===== config.mk =====
export PLATFORM = sky130hd
export DESIGN_NAME = psec6_ch_ctrl
export DESIGN_NICKNAME = d
export VERILOG_FILES = /design/src/rtl/psec6_ch_pkg.sv /design/src/rtl/psec6_ch_ctrl_trig_qual.sv /design/src/rtl/psec6_ch_ctrl.sv
export SDC_FILE = /design/constraint.sdc
export NUM_CORES = 1
export LEC_CHECK = 0
export ABC_AREA = 1
export CAP_MARGIN = 20
export CELL_PAD_IN_SITES_DETAIL_PLACEMENT = 0
export CELL_PAD_IN_SITES_GLOBAL_PLACEMENT = 1
export CORE_ASPECT_RATIO = 0.7
export CORE_UTILIZATION = 41
export CTS_CLUSTER_SIZE = 20
export DETAILED_ROUTE_END_ITERATION = 10
export PLACE_DENSITY = 0.83
export SLEW_MARGIN = 20
export SYNTH_ARGS = -nofsm -noshare
export SYNTH_HDL_FRONTEND = slang
export SYNTH_SLANG_ARGS = --single-unit
export TNS_END_PERCENT = 20

===== constraint.sdc =====
create_clock -name FCLK -period 1.8 [get_ports FCLK]
set_input_delay 0.18 -clock FCLK [delete_from_list [all_inputs] [get_ports FCLK]]
set_output_delay 0.18 -clock FCLK [all_outputs]
set_load 0.05 [all_outputs]

===== src/rtl/psec6_ch_pkg.sv =====
// Shared types and constants for the PSEC6 channel sampling controller.
// PSEC6_TRIG_TIMESTAMP_EN extends the readout with per-group trigger timestamps.
package psec6_ch_pkg;

  typedef enum logic [2:0] {
    IDLE      = 3'd0,
    SAMPLING  = 3'd1,
    SLOW_ONLY = 3'd2,
    STOPPED   = 3'd3,
    READOUT   = 3'd4
  } ch_state_t;

  localparam logic [1:0] MODE_G1   = 2'd0;
  localparam logic [1:0] MODE_G2   = 2'd1;
  localparam logic [1:0] MODE_GALL = 2'd2;

  localparam int unsigned HDR_MODE_LSB  = 2;
  localparam int unsigned HDR_STATE_LSB = 4;
  localparam int unsigned HDR_GRP_LSB   = 7;
  localparam int unsigned HDR_TRIG_LSB  = 11;

  function automatic int unsigned readout_words(input int unsigned n_banks);
`ifdef PSEC6_TRIG_TIMESTAMP_EN
    return 2 * n_banks + 2;
`else
    return n_banks + 2;
`endif
  endfunction

  // log2 of the group size: mode 3 folds onto mode 2, then clipped to the bank count
  function automatic logic [2:0] grp_shift(input logic [1:0] m, input int unsigned lg_max);
    int unsigned s;
    if (m == MODE_G1)      s = 0;
    else if (m == MODE_G2) s = 1;
    else                   s = 2;
    if (s > lg_max) s = lg_max;
    return 3'(s);
  endfunction

endpackage


===== src/rtl/psec6_ch_ctrl_trig_qual.sv =====
// Trigger qualification: synchronizer, polarity, programmable delay tap,
// rising-edge detect and start hold-off; emits a registered single-cycle pulse.
module psec6_trig_qual #(
  parameter int unsigned DLY_DEPTH = 32,
  parameter int unsigned HOLDOFF   = 32
) (
  input  logic                         FCLK,
  input  logic                         RSTB,
  input  logic                         disc_i,
  input  logic                         pol_i,
  input  logic [$clog2(DLY_DEPTH)-1:0] tap_i,
  input  logic                         start_i,
  input  logic                         sampling_i,
  output logic                         trig_pulse_o
);

  localparam int unsigned HO_W = (HOLDOFF < 1) ? 1 : $clog2(HOLDOFF + 1);

  logic [1:0]           sync_q;
  logic [DLY_DEPTH-2:0] dly_q;
  logic [DLY_DEPTH-1:0] taps;
  logic                 qual;
  logic                 tap_sel;
  logic                 tap_prev_q;
  logic                 trig_q;
  logic [HO_W-1:0]      hold_q;
  logic [HO_W-1:0]      hold_d;

  // Tap 0 is the synchronized signal itself, tap k is k flops further down
  always_comb begin
    qual    = sync_q[1] ^ pol_i;
    taps    = {dly_q, qual};
    tap_sel = taps[tap_i];
  end

  always_comb begin
    hold_d = hold_q;
    if (start_i)              hold_d = HO_W'(HOLDOFF);
    else if (hold_q != '0)    hold_d = hold_q - HO_W'(1);
  end

  always_ff @(posedge FCLK or negedge RSTB) begin
    if (!RSTB) begin
      sync_q     <= '0;
      dly_q      <= '0;
      tap_prev_q <= 1'b0;
      hold_q     <= '0;
      trig_q     <= 1'b0;
    end else begin
      sync_q     <= {sync_q[0], disc_i};
      dly_q      <= taps[DLY_DEPTH-2:0];
      tap_prev_q <= tap_sel;
      hold_q     <= hold_d;
      trig_q     <= tap_sel & ~tap_prev_q & sampling_i & (hold_q == '0) & ~start_i;
    end
  end

  assign trig_pulse_o = trig_q;

endmodule


===== src/rtl/psec6_ch_ctrl.sv =====
// PSEC6 per-channel sampling controller: ping-pong bank groups, trigger counting
// and counter snapshot readout. Define PSEC6_TRIG_TIMESTAMP_EN for trigger timestamps.
module psec6_ch_ctrl #(
  parameter int unsigned N_BANKS   = 4,
  parameter int unsigned CNT_W     = 10,
  parameter int unsigned DLY_DEPTH = 32,
  parameter int unsigned HOLDOFF   = 32
) (
  input  logic                           FCLK,
  input  logic                           RSTB,
  input  logic                           inst_start,
  input  logic                           inst_stop,
  input  logic                           inst_readout,
  input  logic [1:0]                     mode,
  input  logic                           disc_in,
  input  logic                           disc_pol,
  input  logic [$clog2(DLY_DEPTH)-1:0]   trig_delay,
  input  logic [(N_BANKS+1)*CNT_W-1:0]   bank_cnt,
  output logic [N_BANKS-1:0]             bank_en_n,
  output logic                           slow_en_n,
  output logic                           stop_request,
  output logic [4:0]                     trig_cnt,
  output logic [15:0]                    rd_data,
  output logic                           rd_valid,
  input  logic                           rd_ready,
  output logic                           busy
);
  import psec6_ch_pkg::*;

  localparam int unsigned LG_MAX = $clog2(N_BANKS);
  localparam int unsigned NWORDS = readout_words(N_BANKS);
  localparam int unsigned IDX_W  = $clog2(NWORDS);
  localparam logic [IDX_W-1:0] LAST_IDX = IDX_W'(NWORDS - 1);

  ch_state_t            state_q, state_d;
  logic [3:0]           grp_q, grp_d;
  logic [4:0]           trig_cnt_q, trig_cnt_d;
  logic                 stop_req_q, stop_req_d;
  logic [1:0]           mode_q, mode_d;
  logic [IDX_W-1:0]     idx_q, idx_d, nidx;
  logic                 rd_valid_q, rd_valid_d;
  logic [15:0]          rd_data_q, rd_data_d;
  logic [N_BANKS-1:0]   bank_en_n_q, bank_en_n_d;
  logic                 slow_en_n_q, slow_en_n_d;
  logic [CNT_W-1:0]     snap_q [N_BANKS+1];
  logic                 snap_ld;
  logic                 trig_pulse;
  logic                 trig_acc;
  logic [2:0]           lg_q, lg_d;
  logic [3:0]           grp_last;
  logic [15:0]          hdr;
  logic [15:0]          next_word;

  psec6_trig_qual #(
    .DLY_DEPTH (DLY_DEPTH),
    .HOLDOFF   (HOLDOFF)
  ) u_trig_qual (
    .FCLK         (FCLK),
    .RSTB         (RSTB),
    .disc_i       (disc_in),
    .pol_i        (disc_pol),
    .tap_i        (trig_delay),
    .start_i      (inst_start),
    .sampling_i   (state_q == SAMPLING),
    .trig_pulse_o (trig_pulse)
  );

`ifdef PSEC6_TRIG_TIMESTAMP_EN
  logic [15:0] ts_ctr_q;
  logic [15:0] ts_q [N_BANKS];

  always_ff @(posedge FCLK or negedge RSTB) begin
    if (!RSTB) begin
      ts_ctr_q <= '0;
      for (int unsigned k = 0; k < N_BANKS; k++) ts_q[k] <= '0;
    end else if (inst_start) begin
      ts_ctr_q <= '0;
      for (int unsigned k = 0; k < N_BANKS; k++) ts_q[k] <= '0;
    end else begin
      ts_ctr_q <= ts_ctr_q + 16'd1;
      if (trig_acc) begin
        for (int unsigned k = 0; k < N_BANKS; k++)
          if (grp_q == 4'(k)) ts_q[k] <= ts_ctr_q;
      end
    end
  end
`endif

  always_comb begin
    lg_q     = grp_shift(mode_q, LG_MAX);
    grp_last = 4'((N_BANKS >> lg_q) - 1);
    trig_acc = trig_pulse && (state_q == SAMPLING) && !inst_start && !inst_stop && !inst_readout;
    hdr      = (16'(trig_cnt_q) << HDR_TRIG_LSB) | (16'(grp_q) << HDR_GRP_LSB) |
               (16'(state_q) << HDR_STATE_LSB) | (16'(mode_q) << HDR_MODE_LSB);
  end

  // Word after the current one; word 0 (header) is only ever loaded by the readout command
  always_comb begin
    next_word = '0;
    nidx      = idx_q + IDX_W'(1);
    for (int unsigned k = 0; k <= N_BANKS; k++)
      if (nidx == IDX_W'(k + 1)) next_word = 16'(snap_q[k]);
`ifdef PSEC6_TRIG_TIMESTAMP_EN
    for (int unsigned k = 0; k < N_BANKS; k++)
      if (nidx == IDX_W'(N_BANKS + 2 + k)) next_word = ts_q[k];
`endif
  end

  always_comb begin
    state_d    = state_q;
    grp_d      = grp_q;
    trig_cnt_d = trig_cnt_q;
    stop_req_d = stop_req_q;
    mode_d     = mode_q;
    idx_d      = idx_q;
    rd_valid_d = rd_valid_q;
    rd_data_d  = rd_data_q;
    snap_ld    = 1'b0;

    if (inst_start) begin
      state_d    = SAMPLING;
      grp_d      = '0;
      trig_cnt_d = '0;
      stop_req_d = 1'b0;
      mode_d     = mode;
      rd_valid_d = 1'b0;
    end else if (inst_stop && state_q != IDLE) begin
      state_d    = STOPPED;
      rd_valid_d = 1'b0;
    end else if (inst_readout) begin
      state_d    = READOUT;
      snap_ld    = 1'b1;
      idx_d      = '0;
      rd_valid_d = 1'b1;
      rd_data_d  = hdr;
    end else if (state_q == READOUT) begin
      if (rd_valid_q && rd_ready) begin
        if (idx_q == LAST_IDX) begin
          rd_valid_d = 1'b0;
          state_d    = STOPPED;
        end else begin
          idx_d     = nidx;
          rd_data_d = next_word;
        end
      end
    end else if (trig_acc) begin
      if (trig_cnt_q != 5'd31) trig_cnt_d = trig_cnt_q + 5'd1;
      stop_req_d = 1'b1;
      grp_d      = grp_q + 4'd1;
      if (grp_q == grp_last) state_d = SLOW_ONLY;
    end

    // Enables are computed from next state so they register alongside it
    lg_d        = grp_shift(mode_d, LG_MAX);
    bank_en_n_d = '1;
    slow_en_n_d = 1'b1;
    if (state_d == SAMPLING) begin
      slow_en_n_d = 1'b0;
      for (int unsigned i = 0; i < N_BANKS; i++)
        if (4'(i >> lg_d) == grp_d) bank_en_n_d[i] = 1'b0;
    end else if (state_d == SLOW_ONLY) begin
      slow_en_n_d = 1'b0;
    end
  end

  always_ff @(posedge FCLK or negedge RSTB) begin
    if (!RSTB) begin
      state_q     <= IDLE;
      grp_q       <= '0;
      trig_cnt_q  <= '0;
      stop_req_q  <= 1'b0;
      mode_q      <= '0;
      idx_q       <= '0;
      rd_valid_q  <= 1'b0;
      rd_data_q   <= '0;
      bank_en_n_q <= '1;
      slow_en_n_q <= 1'b1;
      for (int unsigned k = 0; k <= N_BANKS; k++) snap_q[k] <= '0;
    end else begin
      state_q     <= state_d;
      grp_q       <= grp_d;
      trig_cnt_q  <= trig_cnt_d;
      stop_req_q  <= stop_req_d;
      mode_q      <= mode_d;
      idx_q       <= idx_d;
      rd_valid_q  <= rd_valid_d;
      rd_data_q   <= rd_data_d;
      bank_en_n_q <= bank_en_n_d;
      slow_en_n_q <= slow_en_n_d;
      if (snap_ld) begin
        for (int unsigned k = 0; k <= N_BANKS; k++)
          snap_q[k] <= bank_cnt[k*CNT_W +: CNT_W];
      end
    end
  end

  assign bank_en_n    = bank_en_n_q;
  assign slow_en_n    = slow_en_n_q;
  assign stop_request = stop_req_q;
  assign trig_cnt     = trig_cnt_q;
  assign rd_data      = rd_data_q;
  assign rd_valid     = rd_valid_q;
  assign busy         = (state_q == SAMPLING) || (state_q == SLOW_ONLY) || (state_q == READOUT);

endmodule


# Yosys cells after proc, flatten, opt, wreduce, memory -nomap -nowiden
# Cells that the tools add are included.
# classes
add_sub_neg,5
reduce_logical,28
shift,5
mux,64
bitwise_logic,11
eq_ne,23
n_lt_le_gt_ge,3
# ops
operator,count
$mux 16,7
$gt 32x2->1 const B,2
$mux 3,14
$mux 5,6
$mux 4,6
$mux 1,21
$eq 4x4->1,5
$mux 10,2
$or 16x11->16,1
$or 16x4->16,1
$or 16x7->16,1
$eq 3x2->1 const B,4
$eq 3x3->1 const B,4
$mux 6,2
$reduce_bool 4->1,3
$mux 2,5
$reduce_and 5->1,2
$reduce_bool 2->1,5
$eq 3x1->1 const B,3
$ne 2x2->1 const B,4
$shr 1x3->4 const A,2
$shr 2x3->4 const A,2
$logic_and 1x1->1,6
$logic_not 6->1,1
other kinds (20),30
# totals
output_inout_bits,29
reg_bits,131
word_cells,159

# Longest topological paths before layout
# logic_depth
ltp_word,17
ltp_mapped,14
ltp_nobuf,13

# By module
# A second synthesis with hierarchy kept.
# hier_totals
hier_cells,676
area_unflattened_um2,6162.2
# modules_own_cells
module,instances,area_each_um2,cells_per_inst
psec6_ch_ctrl,1,4521.8,503
psec6_trig_qual,1,1640.3,173

# Worst setup path after synthesis
# Ideal clock, no wire load.
# synth_path
kind,register -> register
from,reg idx_q[0]
to,"reg rd_data_q[8], in the netlist rd_data[8]"
slack_ps,144
setup_time_ps,66
n_path_buf,2
t_required_ps,1734
arrival_ps,1590
stages_incl_launch_ff,15
cell_sequence,dfrtp_1 > ha_1 > inv_1 > nand2_1 > nand2_1 > buf_2 > buf_4 > nand3_1 > nand2_1 > nand2_1 > nand2_1 > nand2_1 > nand3_1 > nand3_1 > nand2_1
# synth_between
elab_chain_len,11
elab_cells_between_ends,18
# synth_lines
item,line,text
from (decl),psec6_ch_ctrl.sv:40,"logic [IDX_W-1:0] idx_q, idx_d, nidx;"
from (signal assigned),psec6_ch_ctrl.sv:185,idx_q <= idx_d;
$add 3x1->3,psec6_ch_ctrl.sv:100,nidx = idx_q + IDX_W'(1);
$eq 3x1->1,psec6_ch_ctrl.sv:102,if (nidx == IDX_W'(k + 1)) next_word = 16'(snap_q[k]);
$mux 10 (2 in series),psec6_ch_ctrl.sv:102,
$mux 16 (3 in series),psec6_ch_ctrl.sv:102,
$mux 16,psec6_ch_ctrl.sv:138,if (idx_q == LAST_IDX) begin
$mux 16,psec6_ch_ctrl.sv:137,if (rd_valid_q && rd_ready) begin
$mux 16,psec6_ch_ctrl.sv:136,end else if (state_q == READOUT) begin
$mux 16,psec6_ch_ctrl.sv:130,end else if (inst_readout) begin
to (signal assigned),psec6_ch_ctrl.sv:187,rd_data_q <= rd_data_d;
to (decl),psec6_ch_ctrl.sv:42,"logic [15:0] rd_data_q, rd_data_d;"
# Several ways; a longest one is shown, not always the timed one. The select of a mux whose other input is x is not followed.
# A chain may end at the register's enable or synchronous reset.

# Worst setup path in the final report
# layout_path
from,"reg rd_data_q[4], in the netlist rd_data[4]"
to,out rd_data[4]
# layout_lines
item,line,text
to (decl),psec6_ch_ctrl.sv:23,"output logic [15:0] rd_data,"
# No word-level cell between the ends.

==> results.toml <==
[clock_network]
cts_buffer_depth = 2
clock_sinks = 131
cts_max_level = 4
cts_tree = "built"
clockRootBuffer = "clkbuf_16"
cts_buffers = 17
clk_pin_slew_ps = 60
clkLatencyLatePin_ps = 410

[sta]
rsz0062_at_grt = "yes"
finClkSkew_ps = 5.96
fmax_mhz = 570
slew_violations = 0
worstMarginPinSlew_ps = 541
setup_ws_ps = 47.1
finalSetupViolCount = 0
relSlewSlack = 0.639
finalSetupTns_ps = 0
timing.hold.ws_ps = 212
timing.final.crit_share = 0.974
fin_crit_ps = 1750
hold_viol_final = 0

[placed_design]
dp.cells = 972
dp_hpwl_mm = 11.3
place_ws_ps = -127
gp_congestion = 0.931
port_buffers = 93

[die]
die_w_um = 150
start_util = 0.423
io_pins = 94
num_rows = 37
die-area_mm2 = 0.0157
die_h_um = 105
core-area_mm2 = 0.0148

[logic_synthesis]
synth_top_area_share = 0.505
synth_area_mm2 = 0.00625
yosys.area.top_type = "dfrtp_1"
synth_ff_type = "dfrtp_1"
ys_ff_latch = 131
async_reset_ff_frac = 1.00
synth.area.top_cells = "dfrtp_1 (50%), nand2_1 (9.8%), mux2_4 (6.5%)"
syn_nets = 750
syn_area_per_cell_um2 = 9.24
yosysUniqueCellTypes = 36
synth_edf_count = 0
ys_seq_area_frac = 0.526
yosysWarnings = 0
syn_inst = 676

[setup_path]
cp_slowest_stage_delay_ps = 810
cp_data_required_time_ps = 1620
cp.arrival_ps = 1570
endpoint_kind = "primary output"
critPathLaunchType = "register"
crit_buf_inv = 1
critPathTopFamily = "buffers and inverters"
r2r_slack_ps = 80
cp_max_fo = 2
crit_slowest_cell = "clkdlybuf4s50_1"
worstPathCellList = "clkdlybuf4s50_1"
crit_type = "register to primary output"

[cells_and_area]
nFillCells = 1246
layout.cells.non_filler = 1007
layout-drive-gt1-share = 0.232
regArea_mm2 = 0.00329
layout.nets = 873
n_antenna_cell = 0
multiInputGateArea_mm2 = 0.00264
area_delta_synth_final_pct = 33.8

[routing]
wire_per_inst_um = 15.5
num_vias = 4910
drt_wl_total_mm = 15.6
ant_nets = 0
drt_iter0_drc = 252
first_pass_iters = 4
drc = 0
vias_per_cell = 4.88

[global_routing]
antenna_found_initial = 0
track_usage = 0.211
grt_pass1_vias = 4977
gr-total-overflow = 0
grt_max_degree = 39
grt_first_pass_wirelength_mm = 25.4

[job]
cap_violations = 0

[pwr]
ir_drop_mv = 0.753
p_leak_uw = 0.00419
power.density_mw_per_mm2 = 1150

[worst_hold_path]
hp-class = "input port to register"

[run_status]
status = "complete, no violations"
[layout by cell type, fill, tap and decap left out, types with 3 or more instances in the layout]
cell type        synthesis  routed
nand2_1                163     154
dfrtp_1                126     125
clkdlybuf4s50_1          0      71
inv_1                   67      63
nand3_1                 59      53
buf_4                    8      43
nor2_1                  46      42
o21ai_0                 49      39
mux2_4                  27      27
clkbuf_16                0      17
a21oi_1                 18      16
mux2_2                  15      15
nand2_2                  7      12
o21ai_1                  3      12
inv_2                    6       8
nand3_2                  2       8
nand3b_1                 8       8
dlymetal6s2s_1           0       8
o211ai_1                 7       7
buf_12                   0       7
nor2_2                   3       5
nand4_1                  5       5
nor3_1                   5       5
ha_1                     9       5
dfstp_2                  5       5
clkinvlp_4               0       4
nor2_4                   1       3
nand2_4                  0       3
xor2_1                   3       3
clkbuf_8                 0       3
clkinv_2                 0       3
buf_6                    5       3
[final cells by class]
| class | instances | share of cell area |
|---|---|---|
| clock buffers | 21 | 0.0563 |
| repair buffers | 135 | 0.160 |
| multi-input cells | 440 | 0.315 |
| well taps | 195 | 0.0292 |
| flip-flops and latches | 131 | 0.393 |
| inverters | 74 | 0.0343 |
| clock inverters | 11 | 0.0123 |
[Yosys cell counts (6+ instances only)]
| cell type | count |
|---|---|
| a21oi_1 | 18 |
| buf_2 | 9 |
| buf_4 | 8 |
| clkbuf_1 | 7 |
| dfrtp_1 | 126 |
| ha_1 | 9 |
| inv_1 | 67 |
| inv_2 | 6 |
| mux2_2 | 15 |
| mux2_4 | 27 |
| nand2_1 | 163 |
| nand2_2 | 7 |
| nand3_1 | 59 |
| nand3b_1 | 8 |
| nor2_1 | 46 |
| o211ai_1 | 7 |
| o21ai_0 | 49 |
[through the flow]
step | utilization | cell area, um2 | power, uW
2_1_floorplan | - | 6250 | 5210
6_report | 0.566 | 8360 | 9580
5_1_grt | 0.566 | 8360 | 10100
3_3_place_gp | 0.513 | 7580 | 6030
3_5_place_dp | 0.513 | 7580 | 6120
4_1_cts | 0.554 | 8180 | 9480
[per-layer routing]
metal / vias to the layer above / GRT usage / wire, um
met2: 102 / 0.307 / 6850
li1: 2426 / - / -
met3: 10 / 0.0455 / 800
met4: 0 / 0.0590 / 121
met1: 2372 / 0.314 / 7840
met5: - / 0 / 0
[sequential cells by signal, summed over array words and instances (netlist names), 3 cells and up]
name / flops
u_trig_qual.hold_q: 6
snap_q: 50
idx_q: 3
trig_cnt: 5
u_trig_qual.dly_q: 31
state_q: 3
grp_q: 4
rd_data: 16
bank_en_n: 4
[repair_timing]
| action | 4_1_cts | 5_1_grt |
|---|---|---|
| hold buffers | 1 | 0 |
| pin swaps | 0 | 7 |
| resized for setup | 10 | 57 |
| setup buffers | 0 | 2 |
| endpoints found under the hold margin | 35 | 0 |
| setup endpoints to repair | 17 | 31 |
[power by group]
group	internal [uW]	switching (uW)	total [uW]
combinational	1120	1460	2580
clock	2010	1290	3300
sequential	3420	280	3700
total	6550	3030	9580
[kinds of logic after synthesis]
logic type / Yosys count / share of synthesized area
xor+xnor: 5 / 0.00701
mux: 42 / 0.0919
buf+inv: 105 / 0.0759
fa+ha+maj: 9 / 0.0180
flops: 131 / 0.526
simple gates: 304 / 0.212
compound gates: 80 / 0.0689
[path summary, 6_finish.rpt]
kind                                                  from                              end  cells past startpoint
min reg2reg                u_trig_qual.sync_q[0]$_DFF_PN0_  u_trig_qual.sync_q[1]$_DFF_PN0_                      0
max                                 rd_data[4]$_DFFE_PN0P_                       rd_data[4]                      1
max in group asynchronous                             RSTB              slow_en_n$_DFF_PN1_                      3
min                                                disc_in  u_trig_qual.sync_q[0]$_DFF_PN0_                      1
max reg2reg                           idx_q[0]$_DFFE_PN0P_           rd_data[2]$_DFFE_PN0P_                     12
min in group asynchronous                             RSTB           snap_q[46]$_DFFE_PN0P_                      2
Power figures use the tool's default switching activity.
